==> config.mk <==
export PLATFORM = sky130hd
export DESIGN_NAME = trg_decode_pipe_flat
export DESIGN_NICKNAME = d
export VERILOG_FILES = /design/src/rtl/trg_decode_pipe_if.sv /design/src/rtl/trg_decode_pipe.sv /design/src/flat_wrapper.sv
export SDC_FILE = /design/constraint.sdc
export NUM_CORES = 1
export LEC_CHECK = 0
export CELL_PAD_IN_SITES_DETAIL_PLACEMENT = 1
export CELL_PAD_IN_SITES_GLOBAL_PLACEMENT = 2
export CORE_ASPECT_RATIO = 1.75
export CORE_MARGIN = 5
export CORE_UTILIZATION = 29
export DETAILED_ROUTE_END_ITERATION = 10
export HOLD_SLACK_MARGIN = 0.02
export PLACE_DENSITY_LB_ADDON = 0.1
export SLEW_MARGIN = 20
export SYNTH_ARGS = -nofsm -noshare
export SYNTH_HDL_FRONTEND = slang
export SYNTH_SLANG_ARGS = --single-unit
==> constraint.sdc <==
create_clock -name CMSCLK -period 2.2 [get_ports CMSCLK]
set_input_delay 0.66 -clock CMSCLK [delete_from_list [all_inputs] [get_ports CMSCLK]]
set_output_delay 0.66 -clock CMSCLK [all_outputs]
set_load 0.03 [all_outputs]
==> src/rtl/trg_decode_pipe_if.sv <==
// Trigger decoder bus: ENC_TRG/config inputs and decoded strobes/counters.
// The master modport drives the trigger inputs. The slave modport is the decoder side.
interface trg_decode_pipe_if #(
  parameter int XDLY_W = 2,
  parameter int CNT_W  = 16,
  parameter int ERR_W  = 8
);
  logic [2:0]        ENC_TRG;
  logic              ENCODE;
  logic [XDLY_W-1:0] XL1A_DLY;
  logic              LCT;
  logic              L1A;
  logic              L1A_MATCH;
  logic              RESYNC;
  logic              ILLEGAL;
  logic [CNT_W-1:0]  LCT_CNT;
  logic [CNT_W-1:0]  L1A_CNT;
  logic [ERR_W-1:0]  ERR_CNT;

  modport master (
    output ENC_TRG, ENCODE, XL1A_DLY,
    input  LCT, L1A, L1A_MATCH, RESYNC, ILLEGAL, LCT_CNT, L1A_CNT, ERR_CNT
  );

  modport slave (
    input  ENC_TRG, ENCODE, XL1A_DLY,
    output LCT, L1A, L1A_MATCH, RESYNC, ILLEGAL, LCT_CNT, L1A_CNT, ERR_CNT
  );
endinterface

==> src/rtl/trg_decode_pipe.sv <==
// ENC_TRG decoder: input register, decode register, programmable L1A delay line,
// resync length filter, and LCT/L1A/illegal-code counters. All logic runs on CMSCLK.
module trg_decode_pipe #(
  parameter int MAX_XDLY = 3,
  parameter int XDLY_W   = 2,
  parameter int RS_MIN   = 4,
  parameter int CNT_W    = 16,
  parameter int ERR_W    = 8
) (
  input  logic              CMSCLK,
  input  logic              RST_B,
  trg_decode_pipe_if.slave  bus
);

  localparam int                RS_W    = $clog2(RS_MIN + 1);
  localparam logic [RS_W-1:0]   RS_FULL = RS_W'(RS_MIN);
  localparam logic [XDLY_W-1:0] MAX_DLY = XDLY_W'(MAX_XDLY);

  logic [2:0]          s1_trg;
  logic                s1_enc;
  logic                dec_lct, dec_l1a, dec_match, dec_rs, dec_ill;
  logic                s2_lct, s2_l1a, s2_match, s2_ill;
  logic [RS_W-1:0]     rs_cnt;
  logic [MAX_XDLY-1:0] dl_l1a, dl_match;
  logic [MAX_XDLY:0]   l1a_tap, match_tap;
  logic [XDLY_W-1:0]   dly_sel;
  logic                resync_nxt, lct_nxt, l1a_nxt, match_nxt;

  // NOTE: every signal gets a default before the case so no latch is inferred.
  always_comb begin
    dec_lct   = 1'b0;
    dec_l1a   = 1'b0;
    dec_match = 1'b0;
    dec_rs    = 1'b0;
    dec_ill   = 1'b0;
    if (s1_enc) begin
      case (s1_trg)
        3'd1: dec_lct = 1'b1;
        3'd2: begin dec_l1a = 1'b1; dec_lct = 1'b1; end
        3'd3: begin dec_match = 1'b1; dec_l1a = 1'b1; dec_lct = 1'b1; end
        3'd4: dec_l1a = 1'b1;
        3'd5: begin dec_match = 1'b1; dec_l1a = 1'b1; end
        3'd6: dec_ill = 1'b1;
        3'd7: dec_rs = 1'b1;
        default: ;
      endcase
    end else begin
      dec_lct   = s1_trg[0];
      dec_l1a   = s1_trg[1];
      dec_rs    = s1_trg[2];
      dec_match = s1_trg[0] & s1_trg[1];
    end
    // A resync sample carries no strobes, so a short burst leaves no trace.
    if (dec_rs) begin
      dec_lct   = 1'b0;
      dec_l1a   = 1'b0;
      dec_match = 1'b0;
    end
  end

  // Gating uses the next RESYNC value so the first trigger after release is not lost.
  assign resync_nxt = (rs_cnt == RS_FULL);
  assign dly_sel    = (bus.XL1A_DLY > MAX_DLY) ? MAX_DLY : bus.XL1A_DLY;
  assign l1a_tap    = {dl_l1a, s2_l1a};
  assign match_tap  = {dl_match, s2_match};
  assign lct_nxt    = s2_lct & ~resync_nxt;
  assign l1a_nxt    = l1a_tap[dly_sel] & ~resync_nxt;
  assign match_nxt  = match_tap[dly_sel] & ~resync_nxt;

  // NOTE: sequential state uses non-blocking assignments only, so stage order does not matter.
  always_ff @(posedge CMSCLK or negedge RST_B) begin
    if (!RST_B) begin
      s1_trg   <= 3'd0;
      s1_enc   <= 1'b0;
      s2_lct   <= 1'b0;
      s2_l1a   <= 1'b0;
      s2_match <= 1'b0;
      s2_ill   <= 1'b0;
      rs_cnt   <= '0;
    end else begin
      s1_trg   <= bus.ENC_TRG;
      s1_enc   <= bus.ENCODE;
      s2_lct   <= dec_lct;
      s2_l1a   <= dec_l1a;
      s2_match <= dec_match;
      s2_ill   <= dec_ill;
      if (!dec_rs)
        rs_cnt <= '0;
      else if (rs_cnt != RS_FULL)
        rs_cnt <= rs_cnt + RS_W'(1);
    end
  end

  // Delay line: tap k holds the decoded L1A k+1 cycles after the decode register.
  always_ff @(posedge CMSCLK or negedge RST_B) begin
    if (!RST_B) begin
      dl_l1a   <= '0;
      dl_match <= '0;
    end else if (resync_nxt) begin
      dl_l1a   <= '0;
      dl_match <= '0;
    end else begin
      dl_l1a[0]   <= s2_l1a;
      dl_match[0] <= s2_match;
      for (int k = 1; k < MAX_XDLY; k++) begin
        dl_l1a[k]   <= dl_l1a[k-1];
        dl_match[k] <= dl_match[k-1];
      end
    end
  end

  always_ff @(posedge CMSCLK or negedge RST_B) begin
    if (!RST_B) begin
      bus.LCT       <= 1'b0;
      bus.L1A       <= 1'b0;
      bus.L1A_MATCH <= 1'b0;
      bus.RESYNC    <= 1'b0;
      bus.ILLEGAL   <= 1'b0;
      bus.LCT_CNT   <= '0;
      bus.L1A_CNT   <= '0;
      bus.ERR_CNT   <= '0;
    end else begin
      bus.LCT       <= lct_nxt;
      bus.L1A       <= l1a_nxt;
      bus.L1A_MATCH <= match_nxt;
      bus.RESYNC    <= resync_nxt;
      bus.ILLEGAL   <= s2_ill;
      if (resync_nxt) begin
        bus.LCT_CNT <= '0;
        bus.L1A_CNT <= '0;
      end else begin
        bus.LCT_CNT <= bus.LCT_CNT + CNT_W'(lct_nxt);
        bus.L1A_CNT <= bus.L1A_CNT + CNT_W'(l1a_nxt);
      end
      if (s2_ill && (bus.ERR_CNT != '1))
        bus.ERR_CNT <= bus.ERR_CNT + ERR_W'(1);
    end
  end

endmodule

==> src/flat_wrapper.sv <==
// flat-port wrapper written by rule: the top's interface ports become plain ports
module trg_decode_pipe_flat 
#(
  parameter int MAX_XDLY = 3,
  parameter int XDLY_W   = 2,
  parameter int RS_MIN   = 4,
  parameter int CNT_W    = 16,
  parameter int ERR_W    = 8
)
  (CMSCLK, RST_B, bus_ENC_TRG, bus_ENCODE, bus_XL1A_DLY, bus_LCT, bus_L1A, bus_L1A_MATCH, bus_RESYNC, bus_ILLEGAL, bus_LCT_CNT, bus_L1A_CNT, bus_ERR_CNT);
  trg_decode_pipe_if #(.XDLY_W(XDLY_W), .CNT_W(CNT_W), .ERR_W(ERR_W)) bus_i ();
  input  logic CMSCLK;
  input  logic RST_B;
  input wire logic [$bits(bus_i.ENC_TRG)-1:0] bus_ENC_TRG;
  input wire logic [$bits(bus_i.ENCODE)-1:0] bus_ENCODE;
  input wire logic [$bits(bus_i.XL1A_DLY)-1:0] bus_XL1A_DLY;
  output wire logic [$bits(bus_i.LCT)-1:0] bus_LCT;
  output wire logic [$bits(bus_i.L1A)-1:0] bus_L1A;
  output wire logic [$bits(bus_i.L1A_MATCH)-1:0] bus_L1A_MATCH;
  output wire logic [$bits(bus_i.RESYNC)-1:0] bus_RESYNC;
  output wire logic [$bits(bus_i.ILLEGAL)-1:0] bus_ILLEGAL;
  output wire logic [$bits(bus_i.LCT_CNT)-1:0] bus_LCT_CNT;
  output wire logic [$bits(bus_i.L1A_CNT)-1:0] bus_L1A_CNT;
  output wire logic [$bits(bus_i.ERR_CNT)-1:0] bus_ERR_CNT;
  assign bus_i.ENC_TRG = bus_ENC_TRG;
  assign bus_i.ENCODE = bus_ENCODE;
  assign bus_i.XL1A_DLY = bus_XL1A_DLY;
  assign bus_LCT = bus_i.LCT;
  assign bus_L1A = bus_i.L1A;
  assign bus_L1A_MATCH = bus_i.L1A_MATCH;
  assign bus_RESYNC = bus_i.RESYNC;
  assign bus_ILLEGAL = bus_i.ILLEGAL;
  assign bus_LCT_CNT = bus_i.LCT_CNT;
  assign bus_L1A_CNT = bus_i.L1A_CNT;
  assign bus_ERR_CNT = bus_i.ERR_CNT;
  trg_decode_pipe #(.MAX_XDLY(MAX_XDLY), .XDLY_W(XDLY_W), .RS_MIN(RS_MIN), .CNT_W(CNT_W), .ERR_W(ERR_W)) u_core (.CMSCLK(CMSCLK), .RST_B(RST_B), .bus(bus_i));
endmodule
Word level (Yosys, flattened, before mapping). Index checks and enable logic that the tools add are counted.

Register bits after elaboration: 62. Output and inout bits: 45. Word-level logic and storage cells: 67.

Add/subtract/negate cells: 4. Magnitude comparators: 2. Equal/unequal tests: 11. Muxes and demuxes: 24. Bitwise logic cells: 5. Reduce and logical (&&, ||, !) cells: 4.

Operator list (count): $add A16 B1 Y16 (2); $mux W16 (2); $eq A3 B3 Y1 const B (5); $mux W1 (15); $mux W3 (4); $add A8 B1 Y8 const B (1); $ne A8 B8 Y1 const B (1); $eq A3 B2 Y1 const B (2); $and A1 B1 Y1 (4); $bmux W1 S2 (2); $reduce_or A4 Y1 (1); $add A3 B1 Y3 const B (1); $eq A3 B1 Y1 const B (1); $lt A2 B3 Y1 const B (1); $ne A3 B3 Y1 const B (1); $reduce_or A3 Y1 (1); $gt A2 B2 Y1 const B (1); $mux W2 (1); $ne A2 B2 Y1 const B (1); $reduce_or A2 Y1 (1); $logic_and A1 B1 Y1 (1); $not A1 Y1 (1).

Logic depth before layout (Yosys ltp). Gate-level depths: netlist (run 1).

Depth in word-level cells: 7. Mapped depth: 10. Depth with buffers taken out: 9.

Worst setup path before layout (run 1). OpenSTA, ideal clock, no wires.

Path type: register to register. Start: register u_core.rs_cnt[0]. End: register u_core.bus.LCT_CNT[11]. Arrival time: 2201 ps. Data required time: 2068 ps. Path slack: -133 ps. Stages on the path, launching flop included: 11. Clock period less this slack: 2333 ps. Path through: dfrtp_1 > inv_1 > ha_1 > nand2_1 > clkbuf_1 > and2_1 > ha_1 > and4_2 > or4b_1 > xor2_1 > nor2_1.

Cells in the longest elaborated chain, start to end: 5.

RTL lines: from (decl) (RTL line trg_decode_pipe.sv:23) `logic [RS_W-1:0] rs_cnt;`; from (signal assigned) (RTL line trg_decode_pipe.sv:90) `rs_cnt <= rs_cnt + RS_W'(1);`; $eq A3 B3 Y1 (RTL line trg_decode_pipe.sv:62) `assign resync_nxt = (rs_cnt == RS_FULL);`; $not A1 Y1 (RTL line trg_decode_pipe.sv:66) `assign lct_nxt = s2_lct & ~resync_nxt;`; $and A1 B1 Y1 (RTL line trg_decode_pipe.sv:66); net u_core.lct_nxt (RTL line trg_decode_pipe.sv:27) `logic resync_nxt, lct_nxt, l1a_nxt, match_nxt;`; $add A16 B1 Y16 (RTL line trg_decode_pipe.sv:132) `bus.LCT_CNT <= bus.LCT_CNT + CNT_W'(lct_nxt);`; $mux W16 (RTL line trg_decode_pipe.sv:128) `if (resync_nxt) begin`; to (signal assigned) (RTL line trg_decode_pipe.sv:132); to (decl) (RTL line trg_decode_pipe_if.sv:27) `output LCT, L1A, L1A_MATCH, RESYNC, ILLEGAL, LCT_CNT, L1A_CNT, ERR_CNT`.

The timed path passes the listed nets, and every way through them passes these cells. A chain may end at the register's enable or synchronous reset.

Worst setup path in the final report (run 1).
Start: register u_core.bus.LCT_CNT[1]. End: output port bus_LCT_CNT[1].

RTL lines: to (decl) (RTL line flat_wrapper.sv:22) `output wire logic [$bits(bus_i.LCT_CNT)-1:0] bus_LCT_CNT;`.

No word-level cell between the ends.

==> metrics.yaml, run 1 <==
setup_path:
  r2r_slack_ns: 0.13
  worstSetupPathType: "reg2out"
  r2r-start: "u_core.rs_cnt[0]"
  worstRegToRegCells: 9
  cp_data_arrival_time_ns: 1.48
  r2r_end: "u_core.bus.LCT_CNT[11]"
  cp-end-kind: "output port"
  cp_num_buf_inv: 1
  cp.required_ns: 1.54
  crit_path_start_kind: "register"
  critical_path.slowest_cell: "clkdlybuf4s50_1"
  crit_start: "u_core.bus.LCT_CNT[1]"
  crit_path_end: "bus_LCT_CNT[1]"
  cp_num_cells: 1
  crit_path_cell_trace: "clkdlybuf4s50_1"
  slowest_delay_ns: 0.71
  cp_max_fo: 6
  path_delay_family: "buffers and inverters"
synthesis:
  ys_warn_count: 0
  synth_cell_types: 33
  yosysTopAreaCell: "dfrtp_1"
  syn_area_per_cell_sq_um: 10.8
  synth_nets: 267
  synth_top_cell_area_share_pct: 57.1
  syn_inst: 252
  ys_ff_latch: 62
  yosysSeqAreaShare_pct: 57.1
  synth_area_leaders: "dfrtp_1 57%, xnor2_1 5.2%, nor2_1 4.7%"
  syn-cell-area_sq_um: 2720
layout:
  syn_to_final_growth_pct: 44.1
  layout.nets: 343
  nFillCells: 1053
  fin_util_pct: 43.0
  drive_above_1_share_pct: 16.2
  diodes: 0
route:
  post_drt_wl_per_cell_um: 15.1
  drt_iter0_markers: 26
  antenna_left: 0
  vias_per_cell: 4.73
  firstDrtPassIters: 4
  vias: 2143
  drcViolationCount: 0
  routed_wl_um: 6830
clocking:
  cts.clk_slew.worst_paths_ns: 0.05
  clock_sinks: 62
  cts_tree: "built"
  cts_max_path_buffers: 2
  cts_made_buffers: 9
  htree_levels: 3
  hold_buffers: 0
  cts_root_buf: "clkbuf_16"
  clk-insertion-delay-late_ns: 0.32
timing:
  whs_ns: 0.332
  slew_viol_final: 0
  rsz0062_at_grt: "false"
  setup_viol: 0
  worst_pin_slew_ns: 0.349
  finalHoldViolCount: 0
  clock_skew_ns: 0.00604
  min_period_ns: 2.14
  relSlewSlack_pct: 76.7
  period_share_pct: 97.1
  max_freq_mhz: 468
die:
  ios: 53
  die_width_um: 83.1
  core_area_sq_um: 9090
  die-area_sq_um: 11500
  fp.dieH_um: 138
  start_util_pct: 29.9
  rows: 46
grt:
  grt_max_degree: 63
  grtUsageTotal_pct: 12.6
  antenna_found_initial: 0
  grt_pass1_wl_um: 11700
  met1_usage_pct: 12.9
  grt-ovfl-total: 0
  grt_pass1_vias: 2379
  grt_use_met2_pct: 23.7
  busiest_layer: "met2"
  grt.met3_usage_pct: 3.15
placement:
  place.gp.congestion: 0.722
  dp_hpwl_um: 4870
  port_buffers: 52
power_and_ir_drop:
  p_leak_nw: 1.77
  powerDensity_nw_per_um2: 1060
  ir_drop_uv: 449
outcome:
  outcome: "complete, no violations"
worst_hold_path:
  hold_path.class: "in2async"
flow_run:
  timing.max_cap.violations: 0
-- state kept, by name, indices dropped and copies added, names as in the netlist --
| name | cells |
|---|---|
| u_core.bus.ERR_CNT | 8 |
| u_core.bus.ILLEGAL | 1 |
| u_core.bus.L1A | 1 |
| u_core.bus.L1A_CNT | 16 |
| u_core.bus.L1A_MATCH | 1 |
| u_core.bus.LCT | 1 |
| u_core.bus.LCT_CNT | 16 |
| u_core.bus.RESYNC | 1 |
| u_core.dl_l1a | 3 |
| u_core.dl_match | 3 |
| u_core.rs_cnt | 3 |
| u_core.s1_enc | 1 |
| u_core.s1_trg | 3 |
| u_core.s2_ill | 1 |
| u_core.s2_l1a | 1 |
| u_core.s2_lct | 1 |
| u_core.s2_match | 1 |
-- cell type report --
type / instances / area, sq um / share of cell area (%)
sequential: 62 / 1550 / 39.7
multi-input combinational: 178 / 1160 / 29.6
timing repair buffer: 70 / 691 / 17.7
clock buffer: 13 / 270 / 6.91
tap: 120 / 150 / 3.84
clock inverter: 3 / 65.1 / 1.66
inverter: 7 / 26.3 / 0.672
-- worst min path at each step --
| stage | cells past startpoint | end | slack [ns] |
|---|---|---|---|
| floorplan | 0 | u_core.bus.ERR_CNT[0] | 0.36 |
| detailed placement | 1 | u_core.dl_l1a[0] | 0.47 |
| CTS | 2 | u_core.bus.LCT_CNT[4] | 0.35 |
| global route | 2 | u_core.bus.LCT_CNT[5] | 0.37 |
| global placement | 1 | u_core.dl_l1a[1] | 0.46 |
| finish | 2 | u_core.bus.LCT_CNT[4] | 0.33 |
-- power by group --
group          switching [mW]  internal (mW)
clock                   0.480           1.08
sequential              0.233           1.32
combinational           0.583          0.467
-- per-layer routing --
layer  routed length, um  share of wire (%)
met1                2620                 38
met2                3860                 57
met3                 250                3.7
met4                  95                1.4
met5                   0                  0
-- stage by stage --
stage | cells | power, mW | instance area (sq um) | worst slack (ns) | TNS [ns]
after global placement | 435 | 2.62 | 3510 | -0.677 | -8.89
after detailed placement | 435 | 2.63 | 3510 | -0.704 | -9.15
after CTS | 451 | 4.24 | 3870 | 0.00536 | 0
after floorplan | 252 | 2.10 | 2730 | 0.0194 | 0
final | 453 | 4.16 | 3910 | 0.0643 | 0
after global routing | 453 | 4.39 | 3910 | 0.00562 | 0
-- Yosys cell counts --
master,n
dfrtp_1,62
nor2_1,34
nand2_1,25
xnor2_1,16
and2_1,13
a21oi_1,11
nand4_1,11
xor2_1,10
nand3_1,9
nor4_1,8
ha_1,7
inv_1,7
nor3_1,5
clkbuf_1,4
o21ai_0,4
mux2i_1,3
or3_1,3
a31o_2,2
a31oi_1,2
mux4_2,2
nor2b_1,2
a41oi_1,1
and2_2,1
and3_1,1
and4_1,1
and4_2,1
and4b_1,1
buf_2,1
mux2_2,1
nand2b_1,1
nand4_2,1
o21a_1,1
or4b_1,1
-- timing repair --
| action | in CTS | in global routing |
|---|---|---|
| gates resized for setup | 9 | 12 |
| cloned | 0 | 0 |
| endpoints found under the setup margin | 14 | 15 |
| pin swaps | 0 | 1 |
| buffers inserted | 0 | 2 |
-- cell usage in the layout, fill, tap and decap left out, types with 4 or more instances in the layout --
cell / instances
inv_1: 7
ha_1: 4
dfrtp_1: 62
clkdlybuf4s50_1: 42
buf_4: 15
nor2_1: 34
nor4_1: 7
nand4_1: 11
nand3_1: 7
and2_1: 11
a21oi_1: 11
o21ai_0: 4
clkbuf_16: 9
xor2_1: 10
nor3_1: 4
dlymetal6s2s_1: 7
nand2_1: 24
xnor2_1: 16
-- cells by family (layout without fill, tap and decap cells) --
family	after synthesis	after routing	share of synthesized area, %
and+or+nand+nor	118	118	21.9
DFF	62	62	57.1
muxes	6	6	3.18
AOI/OAI and AO/OA	21	21	4.47
xor gates and xnor gates	26	26	8.39
buffers and inverters	12	93	1.70
adders and majority gates	7	7	3.23
(Power assumes the default switching activity.)
==> run 2: changes to the inputs <==
--- a/config.mk
+++ b/config.mk
@@ -5,6 +5,7 @@
 export SDC_FILE = /design/constraint.sdc
 export NUM_CORES = 1
 export LEC_CHECK = 0
+export ABC_CLOCK_PERIOD_IN_PS = 2200
 export CELL_PAD_IN_SITES_DETAIL_PLACEMENT = 1
 export CELL_PAD_IN_SITES_GLOBAL_PLACEMENT = 2
 export CORE_ASPECT_RATIO = 1.75
==> results of run 2 <==
Final layout, timing and power as in run 1 (identical DEF).
